`src/rtl/exu_dec_stage_if.sv`:
```
// Handshake/payload bundle between the IFU side, the decode stage and the EXU consumer.
// Latency: none, this is only wiring.
// Backpressure: carries i_valid/i_ready upstream and o_valid/o_ready downstream.
interface exu_dec_stage_if #(
  parameter int XLEN        = 32,
  parameter int PC_SIZE     = 32,
  parameter int RFIDX_WIDTH = 5
);
  // Instruction side
  logic                   i_valid;
  logic                   i_ready;
  logic [31:0]            i_instr;
  logic [PC_SIZE-1:0]     i_pc;
  logic                   i_prdt_taken;
  logic                   i_flush;
  logic                   i_resume;
  // Decoded entry side
  logic                   o_valid;
  logic                   o_ready;
  logic [2:0]             o_grp;
  logic [4:0]             o_op;
  logic [RFIDX_WIDTH-1:0] o_rs1idx;
  logic [RFIDX_WIDTH-1:0] o_rs2idx;
  logic [RFIDX_WIDTH-1:0] o_rdidx;
  logic                   o_rs1en;
  logic                   o_rs2en;
  logic                   o_rdwen;
  logic                   o_op2imm;
  logic                   o_op1pc;
  logic [XLEN-1:0]        o_imm;
  logic [PC_SIZE-1:0]     o_pc;
  logic                   o_prdt_taken;
  logic                   o_illegal;
  logic                   o_halted;
  logic [31:0]            o_dec_cnt;

  // Environment: feeds instructions and consumes decoded entries
  modport master (
    output i_valid, i_instr, i_pc, i_prdt_taken, i_flush, i_resume, o_ready,
    input  i_ready, o_valid, o_grp, o_op, o_rs1idx, o_rs2idx, o_rdidx,
           o_rs1en, o_rs2en, o_rdwen, o_op2imm, o_op1pc, o_imm, o_pc,
           o_prdt_taken, o_illegal, o_halted, o_dec_cnt
  );

  // Decode stage
  modport slave (
    input  i_valid, i_instr, i_pc, i_prdt_taken, i_flush, i_resume, o_ready,
    output i_ready, o_valid, o_grp, o_op, o_rs1idx, o_rs2idx, o_rdidx,
           o_rs1en, o_rs2en, o_rdwen, o_op2imm, o_op1pc, o_imm, o_pc,
           o_prdt_taken, o_illegal, o_halted, o_dec_cnt
  );
endinterface

```
`src/rtl/exu_dec_stage.sv`:
```
// RV32I(+M) decoder feeding a 2-entry elastic output buffer, with an EBREAK/illegal halt FSM.
// Latency: 1 cycle, an instruction accepted at edge N is presented after edge N.
// Backpressure: i_ready depends only on registered count/state and i_flush; a full buffer refuses pushes even while popping.
module exu_dec_stage #(
  parameter int XLEN        = 32,
  parameter int PC_SIZE     = 32,
  parameter int RFIDX_WIDTH = 5,
  parameter int HAS_M       = 0
) (
  input  logic           clk,
  input  logic           rst,
  exu_dec_stage_if.slave bus
);

  localparam logic [2:0] GRP_ALU = 3'd0;
  localparam logic [2:0] GRP_BJP = 3'd1;
  localparam logic [2:0] GRP_LSU = 3'd2;
  localparam logic [2:0] GRP_MD  = 3'd3;
  localparam logic [2:0] GRP_SYS = 3'd4;

  localparam logic [4:0] SYS_EBREAK  = 5'd1;
  localparam logic [4:0] SYS_ILLEGAL = 5'd2;

  localparam logic [0:0] ST_RUN  = 1'b0;
  localparam logic [0:0] ST_HALT = 1'b1;

  typedef struct packed {
    logic [2:0]             grp;
    logic [4:0]             op;
    logic [RFIDX_WIDTH-1:0] rs1idx;
    logic [RFIDX_WIDTH-1:0] rs2idx;
    logic [RFIDX_WIDTH-1:0] rdidx;
    logic                   rs1en;
    logic                   rs2en;
    logic                   rdwen;
    logic                   op2imm;
    logic                   op1pc;
    logic [XLEN-1:0]        imm;
    logic [PC_SIZE-1:0]     pc;
    logic                   prdt_taken;
    logic                   illegal;
  } ent_t;

  // Instruction fields
  logic [31:0] instr;
  logic [6:0]  opc;
  logic [2:0]  f3;
  logic [6:0]  f7;
  logic [4:0]  rs1, rs2, rd;
  logic [31:0] imm_i, imm_s, imm_b, imm_u, imm_j;

  assign instr = bus.i_instr;
  assign opc   = instr[6:0];
  assign rd    = instr[11:7];
  assign f3    = instr[14:12];
  assign rs1   = instr[19:15];
  assign rs2   = instr[24:20];
  assign f7    = instr[31:25];

  assign imm_i = {{20{instr[31]}}, instr[31:20]};
  assign imm_s = {{20{instr[31]}}, instr[31:25], instr[11:7]};
  assign imm_b = {{20{instr[31]}}, instr[7], instr[30:25], instr[11:8], 1'b0};
  assign imm_u = {instr[31:12], 12'b0};
  assign imm_j = {{12{instr[31]}}, instr[19:12], instr[20], instr[30:21], 1'b0};

  logic [2:0]  grp;
  logic [4:0]  op;
  logic        use_rs1, use_rs2, use_rd, op2imm, op1pc, ill;
  logic [31:0] imm32;

  // Raw decode: group/op, which register fields are meaningful, immediate format
  always_comb begin
    grp     = GRP_ALU;
    op      = 5'd0;
    use_rs1 = 1'b0;
    use_rs2 = 1'b0;
    use_rd  = 1'b0;
    op2imm  = 1'b0;
    op1pc   = 1'b0;
    imm32   = 32'd0;
    ill     = 1'b0;
    if (opc[1:0] != 2'b11) begin
      ill = 1'b1;
    end else begin
      case (opc[6:2])
        5'b01101: begin // LUI
          op = 5'd10; use_rd = 1'b1; op2imm = 1'b1; imm32 = imm_u;
        end
        5'b00101: begin // AUIPC
          op = 5'd11; use_rd = 1'b1; op2imm = 1'b1; op1pc = 1'b1; imm32 = imm_u;
        end
        5'b11011: begin // JAL
          grp = GRP_BJP; op = 5'd0; use_rd = 1'b1; op2imm = 1'b1; op1pc = 1'b1; imm32 = imm_j;
        end
        5'b11001: begin // JALR
          grp = GRP_BJP; op = 5'd1; use_rs1 = 1'b1; use_rd = 1'b1; op2imm = 1'b1; imm32 = imm_i;
          ill = (f3 != 3'b000);
        end
        5'b11000: begin // BRANCH
          grp = GRP_BJP; use_rs1 = 1'b1; use_rs2 = 1'b1; imm32 = imm_b;
          case (f3)
            3'b000:  op = 5'd2;
            3'b001:  op = 5'd3;
            3'b100:  op = 5'd4;
            3'b101:  op = 5'd5;
            3'b110:  op = 5'd6;
            3'b111:  op = 5'd7;
            default: ill = 1'b1;
          endcase
        end
        5'b00000: begin // LOAD
          grp = GRP_LSU; use_rs1 = 1'b1; use_rd = 1'b1; op2imm = 1'b1; imm32 = imm_i;
          case (f3)
            3'b000:  op = 5'd0;
            3'b001:  op = 5'd1;
            3'b010:  op = 5'd2;
            3'b100:  op = 5'd3;
            3'b101:  op = 5'd4;
            default: ill = 1'b1;
          endcase
        end
        5'b01000: begin // STORE
          grp = GRP_LSU; use_rs1 = 1'b1; use_rs2 = 1'b1; op2imm = 1'b1; imm32 = imm_s;
          case (f3)
            3'b000:  op = 5'd5;
            3'b001:  op = 5'd6;
            3'b010:  op = 5'd7;
            default: ill = 1'b1;
          endcase
        end
        5'b00100: begin // OP-IMM
          use_rs1 = 1'b1; use_rd = 1'b1; op2imm = 1'b1; imm32 = imm_i;
          case (f3)
            3'b000:  op = (instr == 32'h0000_0013) ? 5'd12 : 5'd0;
            3'b001:  begin op = 5'd2; ill = (f7 != 7'b0000000); end
            3'b010:  op = 5'd3;
            3'b011:  op = 5'd4;
            3'b100:  op = 5'd5;
            3'b101: begin
              if (f7 == 7'b0000000)      op = 5'd6;
              else if (f7 == 7'b0100000) op = 5'd7;
              else                       ill = 1'b1;
            end
            3'b110:  op = 5'd8;
            default: op = 5'd9;
          endcase
        end
        5'b01100: begin // OP (register-register), R-type carries no immediate
          use_rs1 = 1'b1; use_rs2 = 1'b1; use_rd = 1'b1;
          if (f7 == 7'b0000000) begin
            case (f3)
              3'b000:  op = 5'd0;
              3'b001:  op = 5'd2;
              3'b010:  op = 5'd3;
              3'b011:  op = 5'd4;
              3'b100:  op = 5'd5;
              3'b101:  op = 5'd6;
              3'b110:  op = 5'd8;
              default: op = 5'd9;
            endcase
          end else if (f7 == 7'b0100000) begin
            if (f3 == 3'b000)      op = 5'd1;
            else if (f3 == 3'b101) op = 5'd7;
            else                   ill = 1'b1;
          end else if ((f7 == 7'b0000001) && (HAS_M != 0)) begin
            grp = GRP_MD; op = {2'b00, f3};
          end else begin
            ill = 1'b1;
          end
        end
        5'b00011: begin // MISC-MEM
          grp = GRP_SYS; op = 5'd3; ill = (f3 != 3'b000);
        end
        5'b11100: begin // SYSTEM, only ECALL/EBREAK are supported
          grp = GRP_SYS;
          if (instr == 32'h0000_0073)      op = 5'd0;
          else if (instr == 32'h0010_0073) op = SYS_EBREAK;
          else                             ill = 1'b1;
        end
        default: ill = 1'b1;
      endcase
    end
  end

  logic rv32e_bad, ill_all, dec_halt;
  ent_t dec;

  // Final decoded entry: RV32E index check, illegal override, x0 suppression of enables
  always_comb begin
    rv32e_bad = (RFIDX_WIDTH == 4) &&
                ((use_rs1 && rs1[4]) || (use_rs2 && rs2[4]) || (use_rd && rd[4]));
    ill_all        = ill || rv32e_bad;
    dec            = '0;
    dec.rs1idx     = rs1[RFIDX_WIDTH-1:0];
    dec.rs2idx     = rs2[RFIDX_WIDTH-1:0];
    dec.rdidx      = rd[RFIDX_WIDTH-1:0];
    dec.pc         = bus.i_pc;
    dec.prdt_taken = bus.i_prdt_taken;
    if (ill_all) begin
      dec.grp     = GRP_SYS;
      dec.op      = SYS_ILLEGAL;
      dec.illegal = 1'b1;
    end else begin
      dec.grp    = grp;
      dec.op     = op;
      dec.rs1en  = use_rs1 && (rs1 != 5'd0);
      dec.rs2en  = use_rs2 && (rs2 != 5'd0);
      dec.rdwen  = use_rd && (rd != 5'd0);
      dec.op2imm = op2imm;
      dec.op1pc  = op1pc;
      dec.imm    = XLEN'($signed(imm32));
    end
    dec_halt = (dec.grp == GRP_SYS) && ((dec.op == SYS_EBREAK) || (dec.op == SYS_ILLEGAL));
  end

  ent_t        ent0_q, ent0_d, ent1_q, ent1_d;
  logic [1:0]  cnt_q, cnt_d;
  logic [0:0]  state_q, state_d;
  logic [31:0] dec_cnt_q, dec_cnt_d;
  logic        push, pop;

  assign bus.i_ready = (cnt_q < 2'd2) && (state_q == ST_RUN) && !bus.i_flush;
  assign bus.o_valid = (cnt_q != 2'd0);
  assign push        = bus.i_valid && bus.i_ready;
  assign pop         = bus.o_valid && bus.o_ready;

  // Buffer occupancy and entry shifting; flush empties it but a same-cycle pop still counts
  always_comb begin
    ent0_d    = ent0_q;
    ent1_d    = ent1_q;
    cnt_d     = cnt_q;
    dec_cnt_d = dec_cnt_q + (pop ? 32'd1 : 32'd0);
    if (bus.i_flush) begin
      cnt_d = 2'd0;
    end else if (push && pop) begin
      ent0_d = dec; // only reachable with one entry held
    end else if (pop) begin
      ent0_d = ent1_q;
      cnt_d  = cnt_q - 2'd1;
    end else if (push) begin
      if (cnt_q == 2'd0) ent0_d = dec;
      else               ent1_d = dec;
      cnt_d = cnt_q + 2'd1;
    end
  end

  // Halt FSM: an accepted EBREAK/illegal stops intake; resume or flush restarts it
  always_comb begin
    state_d = state_q;
    if (bus.i_flush)                          state_d = ST_RUN;
    else if (state_q == ST_HALT) begin
      if (bus.i_resume)                       state_d = ST_RUN;
    end else if (push && dec_halt)            state_d = ST_HALT;
  end

  // State registers
  always_ff @(posedge clk or posedge rst) begin
    if (rst) begin
      ent0_q    <= '0;
      ent1_q    <= '0;
      cnt_q     <= 2'd0;
      state_q   <= ST_RUN;
      dec_cnt_q <= 32'd0;
    end else begin
      ent0_q    <= ent0_d;
      ent1_q    <= ent1_d;
      cnt_q     <= cnt_d;
      state_q   <= state_d;
      dec_cnt_q <= dec_cnt_d;
    end
  end

  assign bus.o_grp        = ent0_q.grp;
  assign bus.o_op         = ent0_q.op;
  assign bus.o_rs1idx     = ent0_q.rs1idx;
  assign bus.o_rs2idx     = ent0_q.rs2idx;
  assign bus.o_rdidx      = ent0_q.rdidx;
  assign bus.o_rs1en      = ent0_q.rs1en;
  assign bus.o_rs2en      = ent0_q.rs2en;
  assign bus.o_rdwen      = ent0_q.rdwen;
  assign bus.o_op2imm     = ent0_q.op2imm;
  assign bus.o_op1pc      = ent0_q.op1pc;
  assign bus.o_imm        = ent0_q.imm;
  assign bus.o_pc         = ent0_q.pc;
  assign bus.o_prdt_taken = ent0_q.prdt_taken;
  assign bus.o_illegal    = ent0_q.illegal;
  assign bus.o_halted     = (state_q == ST_HALT);
  assign bus.o_dec_cnt    = dec_cnt_q;

endmodule
```
`src/flat_wrapper.sv`:
```
// flat-port wrapper written by rule: the top's interface ports become plain ports
module exu_dec_stage_flat 
#(
  parameter int XLEN        = 32,
  parameter int PC_SIZE     = 32,
  parameter int RFIDX_WIDTH = 5,
  parameter int HAS_M       = 0
)
  (clk, rst, bus_i_valid, bus_i_instr, bus_i_pc, bus_i_prdt_taken, bus_i_flush, bus_i_resume, bus_o_ready, bus_i_ready, bus_o_valid, bus_o_grp, bus_o_op, bus_o_rs1idx, bus_o_rs2idx, bus_o_rdidx, bus_o_rs1en, bus_o_rs2en, bus_o_rdwen, bus_o_op2imm, bus_o_op1pc, bus_o_imm, bus_o_pc, bus_o_prdt_taken, bus_o_illegal, bus_o_halted, bus_o_dec_cnt);
  exu_dec_stage_if #(.XLEN(XLEN), .PC_SIZE(PC_SIZE), .RFIDX_WIDTH(RFIDX_WIDTH)) bus_i ();
  input  logic clk;
  input  logic rst;
  input wire logic [$bits(bus_i.i_valid)-1:0] bus_i_valid;
  input wire logic [$bits(bus_i.i_instr)-1:0] bus_i_instr;
  input wire logic [$bits(bus_i.i_pc)-1:0] bus_i_pc;
  input wire logic [$bits(bus_i.i_prdt_taken)-1:0] bus_i_prdt_taken;
  input wire logic [$bits(bus_i.i_flush)-1:0] bus_i_flush;
  input wire logic [$bits(bus_i.i_resume)-1:0] bus_i_resume;
  input wire logic [$bits(bus_i.o_ready)-1:0] bus_o_ready;
  output wire logic [$bits(bus_i.i_ready)-1:0] bus_i_ready;
  output wire logic [$bits(bus_i.o_valid)-1:0] bus_o_valid;
  output wire logic [$bits(bus_i.o_grp)-1:0] bus_o_grp;
  output wire logic [$bits(bus_i.o_op)-1:0] bus_o_op;
  output wire logic [$bits(bus_i.o_rs1idx)-1:0] bus_o_rs1idx;
  output wire logic [$bits(bus_i.o_rs2idx)-1:0] bus_o_rs2idx;
  output wire logic [$bits(bus_i.o_rdidx)-1:0] bus_o_rdidx;
  output wire logic [$bits(bus_i.o_rs1en)-1:0] bus_o_rs1en;
  output wire logic [$bits(bus_i.o_rs2en)-1:0] bus_o_rs2en;
  output wire logic [$bits(bus_i.o_rdwen)-1:0] bus_o_rdwen;
  output wire logic [$bits(bus_i.o_op2imm)-1:0] bus_o_op2imm;
  output wire logic [$bits(bus_i.o_op1pc)-1:0] bus_o_op1pc;
  output wire logic [$bits(bus_i.o_imm)-1:0] bus_o_imm;
  output wire logic [$bits(bus_i.o_pc)-1:0] bus_o_pc;
  output wire logic [$bits(bus_i.o_prdt_taken)-1:0] bus_o_prdt_taken;
  output wire logic [$bits(bus_i.o_illegal)-1:0] bus_o_illegal;
  output wire logic [$bits(bus_i.o_halted)-1:0] bus_o_halted;
  output wire logic [$bits(bus_i.o_dec_cnt)-1:0] bus_o_dec_cnt;
  assign bus_i.i_valid = bus_i_valid;
  assign bus_i.i_instr = bus_i_instr;
  assign bus_i.i_pc = bus_i_pc;
  assign bus_i.i_prdt_taken = bus_i_prdt_taken;
  assign bus_i.i_flush = bus_i_flush;
  assign bus_i.i_resume = bus_i_resume;
  assign bus_i.o_ready = bus_o_ready;
  assign bus_i_ready = bus_i.i_ready;
  assign bus_o_valid = bus_i.o_valid;
  assign bus_o_grp = bus_i.o_grp;
  assign bus_o_op = bus_i.o_op;
  assign bus_o_rs1idx = bus_i.o_rs1idx;
  assign bus_o_rs2idx = bus_i.o_rs2idx;
  assign bus_o_rdidx = bus_i.o_rdidx;
  assign bus_o_rs1en = bus_i.o_rs1en;
  assign bus_o_rs2en = bus_i.o_rs2en;
  assign bus_o_rdwen = bus_i.o_rdwen;
  assign bus_o_op2imm = bus_i.o_op2imm;
  assign bus_o_op1pc = bus_i.o_op1pc;
  assign bus_o_imm = bus_i.o_imm;
  assign bus_o_pc = bus_i.o_pc;
  assign bus_o_prdt_taken = bus_i.o_prdt_taken;
  assign bus_o_illegal = bus_i.o_illegal;
  assign bus_o_halted = bus_i.o_halted;
  assign bus_o_dec_cnt = bus_i.o_dec_cnt;
  exu_dec_stage #(.XLEN(XLEN), .PC_SIZE(PC_SIZE), .RFIDX_WIDTH(RFIDX_WIDTH), .HAS_M(HAS_M)) u_core (.clk(clk), .rst(rst), .bus(bus_i));
endmodule
```
`config.mk`:
```
export PLATFORM = sky130hd
export DESIGN_NAME = exu_dec_stage_flat
export DESIGN_NICKNAME = d
export VERILOG_FILES = /design/src/rtl/exu_dec_stage_if.sv /design/src/rtl/exu_dec_stage.sv /design/src/flat_wrapper.sv
export SDC_FILE = /design/constraint.sdc
export NUM_CORES = 1
export LEC_CHECK = 0
export BUFFER_PORTS_ARGS = -buffer_cell sky130_fd_sc_hd__clkbuf_2
export CAP_MARGIN = 20
export CELL_PAD_IN_SITES_DETAIL_PLACEMENT = 2
export CELL_PAD_IN_SITES_GLOBAL_PLACEMENT = 2
export CORE_UTILIZATION = 33
export CTS_BUF_LIST = sky130_fd_sc_hd__clkbuf_16
export DETAILED_ROUTE_END_ITERATION = 8
export GPL_ROUTABILITY_DRIVEN = 0
export PLACE_DENSITY_LB_ADDON = 0.1
export SETUP_SLACK_MARGIN = 0.15
export SLEW_MARGIN = 20
export SYNTH_ARGS = -nofsm -noshare
export SYNTH_HDL_FRONTEND = slang
export SYNTH_SLANG_ARGS = --single-unit
```
`constraint.sdc`:
```
create_clock -name clk -period 8.8 [get_ports clk]
set_clock_uncertainty 0.2 [all_clocks]
set_input_delay 0.88 -clock clk [delete_from_list [all_inputs] [get_ports clk]]
set_output_delay 0.88 -clock clk [all_outputs]
set_load 0.01 [all_outputs]
```
==> run_results.csv, run 1 <==
group,metric,value,unit
clocking,cts_buffer_depth,3,
route,wl,36800,um
grt,first_global_vias,10445,
critical_path,startpoint_type,"primary input",
route,viasPerCell,5.32,
synthesis,syn_nets,1309,
finish,drive_gt1_share,18.5,%
synthesis,yosysWarnings,0,
timing,min_period,3770,ps
run,maxCapViolCount,0,
clocking,cts_sinks,221,
synthesis,postSynth.asyncResetShare,100,%
grt,grt_max_degree,93,
finish,utilization,39.8,%
finish,multi_input_area,0.00462,mm^2
finish,area_growth,19.1,%
route,vias,9585,
clocking,ctsResizeCount,0,
clocking,post_cts_buffers,0,
grt,overflow,0,
synthesis,synth_area,0.0105,mm^2
clocking,cts_root_buf,"clkbuf_16",
critical_path,worstPathMaxFanout,38,
power,total_power,3.01,mW
grt,grt_usage,22.9,%
synthesis,yosysSeqAreaShare,52.6,%
placement,port_buffers,198,
die,die_area,0.0326,mm^2
critical_path,cp.arrival,3960,ps
run_status,status,"complete, no violations",
clocking,cts_buffers,27,
timing,fin_crit_sh,42.8,%
critical_path,cp-end-kind,"flop",
timing,finalSetupViolCount,0,
power,p_leak,5.84,nW
finish,num-fill-cells,3625,
finish,fin_nets,1458,
die,ioPinCount,200,
route,dr.pass1.iters,4,
route,wl_per_cell,20.4,um
finish,antennaDiodeCount,0,
synthesis,synthCells,1236,
synthesis,yosys_register_bits,221,
route,detail-route-antenna-nets,0,
finish,regArea,0.00553,mm^2
timing,max_clock_freq,265,MHz
clocking,hold_buffers,0,
timing,hold_viol_final,0,
die,rows,65,
placement,dpl.hpwl,24600,um
timing,rsz0062_at_grt,"false",
die,die_h,181,um
synthesis,ys.flop_type,"dfrtp_1",
clocking,clk_latency,520,ps
clocking,tritoncts,"built",
synthesis,synthDistinctLibCells,65,
timing,slew_violations,0,
critical_path,critPathKind,"primary input to flop",
timing,slew_headroom,31.5,%
grt,grt_pass1_wl,59300,um
die,initial_utilization,33.4,%
die,coreArea,0.0315,mm^2
synthesis,synth-edff-count,0,
worst_hold_path,hp-class,"primary input to async pin",
timing,fin_setup_tns,0,ps
clocking,htree_levels,1,
grt,antenna_found_initial,0,
synthesis,postSynthAreaPerCell,8.51,um^2
power,p_per_area,240,mW/mm^2
route,drc_errors,0,
critical_path,required,8990,ps
route,first_iter_violations,410,
timing,tightest_slew,1030,ps
clocking,clk_pin_slew,50,ps
die,dieWidth,181,um
power,ir_drop,0.169,mV
-- logic make-up (layout without fill, tap and decap cells) --
logic type               after synthesis  count (layout)  share of synthesized area, %
AND/OR/NAND/NOR                      624             624                          25.7
adder cells (fa/ha/maj)                2               2                         0.238
AO/OA/AOI/OAI                        254             254                          14.8
other                                  1               1                        0.0356
buffers and inverters                101             264                          3.90
XOR/XNOR                              33              33                          2.75
flip-flops                           221             221                          52.6
-- flip-flops by register name (all words and copies together) (netlist names) --
signal,count
u_core.bus.o_illegal,1
u_core.bus.o_imm,32
u_core.bus.o_rs1en,1
u_core.bus.o_rs2en,1
u_core.bus.o_rs2idx,5
u_core.bus.o_pc,32
u_core.bus.o_rs1idx,5
u_core.bus.o_op2imm,1
u_core.bus.o_rdwen,1
u_core.bus.o_halted,1
u_core.bus.o_dec_cnt,32
u_core.bus.o_rdidx,5
u_core.bus.o_op1pc,1
u_core.bus.o_grp,3
u_core.bus.o_prdt_taken,1
u_core.cnt_q,2
u_core.ent1_q,93
u_core.bus.o_op,4
-- cells in the final DEF, fill, tap and decap left out, types with 5 or more instances in the layout --
cell type  netlist  final
nand2b_1        13     13
nand4_1         12     12
dfrtp_1        221    221
nor3_1           9      8
o31ai_1         26     26
a21oi_1         79     77
inv_1           11     18
buf_4            2     12
nand3_1         51     51
nor2_1         105    105
o21ai_0         57     57
nor4_1           6      6
xnor2_1         24     24
xor2_1           9      9
nor2b_1          5      5
nand2_1        380    379
a31oi_1         49     49
a22o_1           5      5
clkbuf_16        0     27
clkbuf_2         0    198
and3_1          14     14
-- through the flow --
step	cells	setup WS (ps)	area (um^2)	hold WS [ps]
after global routing	1801	4780	12500	271
after CTS	1801	5010	12500	253
final	1801	5030	12500	224
after global placement	1758	4650	11800	255
after floorplan	1236	1670	10500	240
after detailed placement	1758	4490	11800	260
-- path summary, 6_finish.rpt --
path	from	to	slack, ps	depth (start not counted)
setup reg to reg	u_core.cnt_q[1]$_DFFE_PP0P_	u_core.bus.o_grp[2]$_DFFE_PP0P_	5130	7
min in group clk	u_core.bus.o_dec_cnt[31]$_DFF_PP0_	u_core.bus.o_dec_cnt[31]$_DFF_PP0_	270	1
setup / recovery	bus_i_instr[25]	u_core.bus.o_op[2]$_DFFE_PP0P_	5030	8
hold reg to reg	u_core.bus.o_dec_cnt[31]$_DFF_PP0_	u_core.bus.o_dec_cnt[31]$_DFF_PP0_	270	1
hold / removal	rst	u_core.cnt_q[1]$_DFFE_PP0P_	220	2
max in group asynchronous	rst	u_core.bus.o_imm[22]$_DFFE_PP0P_	6760	3
-- synthesized netlist by cell type, types with 9 or more instances --
cell type,n,share of area [%]
xnor2_1,24,2.0
nand3_1,51,2.4
xor2_1,9,0.75
o21ai_0,57,2.7
nand2_1,380,14
o31ai_1,26,1.9
inv_1,11,0.39
dfrtp_1,221,53
nand4_1,12,0.71
a31oi_1,49,2.9
and3_1,14,0.83
nand2b_1,13,0.77
nor3_1,9,0.43
nor2_1,105,3.7
clkbuf_1,72,2.6
a21oi_1,79,3.8
-- worst max-delay path, cell delays in order --
cell and delay (ps):
clkbuf_2 110, or4_4 580, nor3_2 390, a21oi_1 230, a211oi_4 190, buf_4 430, nand2_1 590, o311ai_0 530
-- power by group --
part / leakage [nW] / total, mW / switching (mW) / internal, mW
sequential: 2.79 / 1.38 / 0.138 / 1.24
clock: 0.396 / 0.971 / 0.424 / 0.547
combinational: 2.65 / 0.656 / 0.415 / 0.242
-- layer usage --
metal	vias to the layer above	GRT usage, %	share of wire [%]
met2	193	40.5	51
met4	0	4.38	1.3
met5	-	0	0
li1	4490	-	-
met3	33	3.17	4.4
met1	4869	29.9	44
-- area by class of cell --
type,count,area share [%]
clock buffer,27,5.39
clock inverter,16,0.549
timing repair buffer,210,8.63
sequential,221,44.1
inverter,11,0.389
tap,402,4.01
multi-input combinational,914,36.9
(Power assumes the default switching activity.)
==> run 2: changes to the inputs <==
- clock period: 8.8 -> 3.55 ns (I/O delays scaled with it)
==> run 2 against run 1 <==
Effect of this change: power rose to 2.6 times the previous value; final area is 7.1% higher; clock-buffer cell count stayed put; largest power group unchanged; critical path depth rose by 1.
==> run_results.csv, run 2 (synthesis results as in run 1) <==
group,metric,value,unit
run_status,status,"complete, no violations",
grt,first_global_vias,10878,
finish,fin_nets,1531,
power,switching_share,32.2,%
route,wl,38200,um
power,p_sw,2.53,mW
route,drc_errors,0,
worst_hold_path,hp-class,"primary input to flop",
grt,overflow,0,
timing,finalSetupViolCount,0,
critical_path,crit_start,"bus_i_instr[18]",
timing,fin_crit_sh,89.9,%
grt,grt_pass1_wl,61600,um
critical_path,critPathKind,"primary input to flop",
critical_path,crit_top_cell,"dlygate4sd3_1",
critical_path,worstPathMaxFanout,4,
route,first_iter_violations,480,
finish,utilization,42.6,%
critical_path,cp-end-kind,"flop",
die,ioPinCount,200,
critical_path,crit_family,"simple AND/OR/NAND/NOR gates",
timing,slew_violations,0,
grt,grt_usage,23.7,%
grt,grt_max_degree,148,
timing,setup_slack,359,ps
power,clock_power_share,34.8,%
placement,port_buffers,198,
placement,place_ws,400,ps
run,maxCapViolCount,0,
power,p_leak,6.24,nW
clocking,cts_root_buf,"clkbuf_16",
clocking,cts_buffers,27,
critical_path,reg2reg_to,"u_core.bus.o_dec_cnt[30]$_DFF_PP0_",
placement,dpl.hpwl,25100,um
route,viasPerCell,5.28,
critical_path,startpoint_type,"primary input",
finish,layout_common_cells,"379 x nand2_1, 221 x dfrtp_1, 198 x clkbuf_2",
clocking,htree_levels,1,
route,detail-route-antenna-nets,0,
clocking,tritoncts,"built",
critical_path,worst-path-buf-inv,3,
critical_path,r2r_cells,10,
timing,min_period,3190,ps
finish,drive_gt1_share,19.1,%
route,vias,9943,
route,wl_per_cell,20.3,um
critical_path,cp.depth,9,
finish,final_common_cell,"nand2_1",
timing,fin_setup_tns,0,ps
finish,area_growth,27.6,%
power,p_per_area,586,mW/mm^2
power,internal_power,5.34,mW
timing,tightest_slew,984,ps
clocking,cts_buffer_depth,3,
power,ir_drop,0.345,mV
die,coreArea,0.0315,mm^2
route,dr.pass1.iters,4,
die,dieWidth,181,um
finish,num-fill-cells,3549,
finish,largest_reg_flops,93,
die,die_area,0.0326,mm^2
clocking,clk_pin_slew,60,ps
critical_path,critPathSlowestCell,"dlygate4sd3_1",
critical_path,r2r-start,"u_core.cnt_q[1]$_DFFE_PP0P_",
critical_path,crit_path_cell_trace,"dlygate4sd3_1, clkbuf_2, or4_1, nor4_4, nand3_2, a211o_1, nor3b_2, o32ai_1, dlygate4sd3_1",
timing,slew_headroom,34.4,%
critical_path,required,3780,ps
timing,max_clock_freq,313,MHz
clocking,clk_latency,550,ps
die,die_h,181,um
worst_hold_path,holdPathStages,3,
die,rows,65,
power,p_comb_share,21.7,%
critical_path,slowest_delay,570,ps
finish,top_register,"u_core.ent1_q",
clocking,cts_sinks,221,
critical_path,reg2reg_slack,530,ps
timing,hold_viol_final,0,
timing,rsz0062_at_grt,"false",
placement,place_area,0.0119,mm^2
die,initial_utilization,33.4,%
grt,antenna_found_initial,1,
power,p_seq_share,43.5,%
critical_path,endpoint,"u_core.bus.o_halted$_DFF_PP0_",
finish,final_design_area_no_fill,0.0134,mm^2
critical_path,cp.arrival,3420,ps
[run 2: changes by cell type in the layout (fill, tap and decap cells not counted), sizes merged]
cell	delta
clkinv	+2
dlygate4sd3	+57
clkinvlp	+2
diode	+1
buf	+16
bufinv	+3
[run 2: power by group through the flow]
| stage | logic [mW] | clock network [mW] | registers (mW) |
|---|---|---|---|
| 2_1_floorplan | 0.754 | 0 | 3.55 |
| 3_3_place_gp | 1.61 | 0 | 3.45 |
| 3_5_place_dp | 1.67 | 0 | 3.47 |
| 4_1_cts | 1.73 | 2.81 | 3.43 |
| 5_1_grt | 1.91 | 2.91 | 3.49 |
| 6_report | 1.71 | 2.74 | 3.42 |
[run 2: worst min-delay path by stage]
stage / from / endpoint / slack, ps
after floorplan: bus_i_flush / u_core.cnt_q[1]$_DFFE_PP0P_ / 220
after global placement: u_core.ent1_q[43]$_DFFE_PP0P_ / u_core.ent1_q[43]$_DFFE_PP0P_ / 250
final: bus_i_instr[28] / u_core.bus.o_imm[8]$_DFFE_PP0P_ / 6
after detailed placement: u_core.ent1_q[44]$_DFFE_PP0P_ / u_core.ent1_q[44]$_DFFE_PP0P_ / 260
after CTS: bus_i_instr[28] / u_core.bus.o_imm[8]$_DFFE_PP0P_ / 0.7
after global routing: bus_i_instr[28] / u_core.ent1_q[42]$_DFFE_PP0P_ / 30
[run 2: worst register-to-register path: cells and delay by family, from the launching register on]
family                   cells  cell delay [ps]
XOR/XNOR                     1              160
adder cells (fa/ha/maj)      2              520
buffers and inverters        2              270
AND/OR/NAND/NOR              4             1170
flip-flops                   1              460
AO/OA/AOI/OAI                1              120
[run 2: routing by layer]
| metal | vias up | share of wire, % | routed length [um] | GRT usage [%] |
|---|---|---|---|---|
| li1 | 4637 | - | - | - |
| met1 | 5046 | 43 | 16600 | 30.6 |
| met2 | 207 | 50 | 19200 | 41.3 |
| met3 | 53 | 4.1 | 1560 | 3.31 |
| met4 | 0 | 2.3 | 897 | 6.15 |
| met5 | - | 0 | 0 | 0 |
[run 2: cell type report]
type	instances	area [um^2]	share of cell area, %
Antenna cell	1	2.50	0.0186
Clock buffer	27	676	5.03
Clock inverter	23	195	1.45
Inverter	11	45.0	0.336
Multi-Input combinational cell	914	4630	34.5
Sequential cell	221	5530	41.2
Tap cell	402	503	3.75
Timing Repair Buffer	283	1840	13.7
[run 2: timing repair]
item / in CTS / in global routing
gates resized for setup: 0 / 1
hold buffers: 57 / 0
hold endpoints to repair: 251 / 0
endpoints found under the setup margin: 0 / 1
setup buffers: 0 / 0
[run 2: stage by stage]
step           std cells  power (mW)  hold slack, ps
6_report            1882        7.87            5.69
5_1_grt             1881        8.31            30.5
4_1_cts             1880        7.98           0.722
3_5_place_dp        1773        5.14             265
3_3_place_gp        1773        5.06             253
2_1_floorplan       1236        4.30             218
==> run 3: changes to the inputs <==
- clock period: 3.55 -> 3.5 ns (I/O delays scaled with it)
==> run 3 against run 2 <==
Effect of this change: power shrank 1.0%; via count shrank 0.54%; combinational power is essentially flat; sequential cell count is the same; largest cell class unchanged; wire length is essentially flat; sequential share of layout area grew 0.062 points; utilization shrank 0.064 points; sequential power grew 1%; final area shrank 0.15%; die area is the same; clock-buffer cell count is the same; setup slack lost 7.2 ps.
==> run_results.csv, run 3 (synthesis results as in run 1) <==
group,metric,value,unit
timing,hold_viol_final,0,
die,dieWidth,181,um
finish,drive_gt1_share,18.8,%
timing,rsz0062_at_grt,"false",
worst_hold_path,holdPathStages,3,
route,detail-route-antenna-nets,0,
clocking,tritoncts,"built",
timing,slew_headroom,35.6,%
grt,grt_pass1_wl,61400,um
timing,fin_setup_tns,0,ps
clocking,htree_levels,1,
placement,dpl.hpwl,25300,um
finish,largest_reg_flops,93,
die,die_area,0.0326,mm^2
timing,finalSetupViolCount,0,
grt,use_met2,41.0,%
critical_path,required,3720,ps
route,viasPerCell,5.26,
finish,layout_common_cells,"379 x nand2_1, 221 x dfrtp_1, 198 x clkbuf_2",
clocking,cts_buffers,27,
route,vias,9889,
critical_path,startpoint_type,"primary input",
die,ioPinCount,200,
finish,num-fill-cells,3532,
critical_path,critPathKind,"primary input to flop",
finish,top_register,"u_core.ent1_q",
run_status,status,"complete, no violations",
placement,port_buffers,198,
clocking,clk_pin_slew,60,ps
power,total_power,7.79,mW
clocking,clk_latency,550,ps
timing,tightest_slew,964,ps
grt,grt_usage,23.6,%
grt,first_global_vias,10666,
finish,final_common_cell,"nand2_1",
route,drc_errors,0,
finish,area_growth,27.4,%
finish,utilization,42.6,%
grt,met1_usage,30.8,%
die,coreArea,0.0315,mm^2
power,ir_drop,0.393,mV
route,dr.pass1.iters,4,
grt,grt_max_degree,89,
die,initial_utilization,33.4,%
die,rows,65,
route,wl,38200,um
clocking,cts_sinks,221,
power,p_per_area,581,mW/mm^2
worst_hold_path,hp-class,"primary input to flop",
timing,max_clock_freq,318,MHz
grt,gr-usage-met3,3.05,%
clocking,cts_buffer_depth,3,
run,maxCapViolCount,0,
timing,fin_crit_sh,90.0,%
finish,fin_nets,1534,
route,wl_per_cell,20.3,um
critical_path,cp-end-kind,"flop",
die,die_h,181,um
grt,antenna_found_initial,2,
timing,min_period,3150,ps
clocking,cts_root_buf,"clkbuf_16",
critical_path,r2r_cells,5,
power,p_leak,6.22,nW
clocking,post_cts_buffers,0,
grt,overflow,0,
critical_path,worstPathMaxFanout,4,
timing,slew_violations,0,
critical_path,cp.arrival,3370,ps
grt,grt.busiest_layer,"met2",
route,first_iter_violations,569,
run 3: cell types whose count changed in the layout (fill, tap and decap cells not counted):
cell,before,now
buf_12,4,7
buf_16,1,0
bufinv_16,3,1
clkinv_1,4,7
clkinv_2,5,1
clkinvlp_4,3,1
diode_2,1,2
dlygate4sd3_1,57,58
nor3b_2,1,0
nor3b_4,0,1
nor4_1,6,4
nor4_2,0,2
run 3: layer usage:
layer	vias to the layer above	part of all wire, %
met1	4995	44
met3	52	3.6
li1	4638	-
met5	-	0
met2	204	50
met4	0	2.7
run 3: through the flow:
step / setup WS (ps) / hold WS, ps / cells / cell area (um^2)
floorplan: 67.9 / 213 / 1236 / 10500
global placement: 468 / 170 / 1776 / 12000
detailed placement: 422 / 183 / 1776 / 12000
CTS: 160 / 2.12 / 1879 / 13400
global route: 161 / 38.6 / 1880 / 13400
finish: 351 / 15.7 / 1881 / 13400
run 3: area by class of cell:
cell class,count,area (um^2),area share (%)
antenna,2,5.00,0.0373
clock buffer,27,676,5.04
clock inverter,18,111,0.831
inverter,11,45.0,0.336
multi-input combinational,914,4650,34.7
sequential,221,5530,41.3
tap,402,503,3.75
timing repair buffer,286,1880,14.1
run 3: critical path, stage by stage:
cell           delay (ps)
dlygate4sd3_1         540
clkbuf_2              150
or4_1                 570
nor4_4                210
nand3_2               180
a211o_1               420
nor3b_4               250
o32ai_1               120
dlygate4sd3_1         580
run 3: final timing paths:
kind,startpoint,to,slack [ps]
setup / recovery,bus_i_instr[16],u_core.bus.o_halted$_DFF_PP0_,350
min in group asynchronous,rst,u_core.ent1_q[71]$_DFFE_PP0P_,170
setup reg to reg,u_core.cnt_q[1]$_DFFE_PP0P_,u_core.bus.o_op[2]$_DFFE_PP0P_,450
max in group asynchronous,rst,u_core.ent1_q[10]$_DFFE_PP0P_,2110
hold / removal,bus_o_ready,u_core.cnt_q[0]$_DFFE_PP0P_,20
hold reg to reg,u_core.ent1_q[41]$_DFFE_PP0P_,u_core.ent1_q[41]$_DFFE_PP0P_,280
run 3: repair_timing:
action | in CTS | in global routing
endpoints found under the hold margin | 163 | 0
resized for setup | 0 | 4
hold buffers | 58 | 0
endpoints found under the setup margin | 0 | 1
run 3: where the power goes:
group          switching [mW]  leakage [nW]  internal [mW]
Clock                    1.12         0.414           1.46
Sequential              0.351          2.79           3.12
Combinational            1.06          3.01          0.680
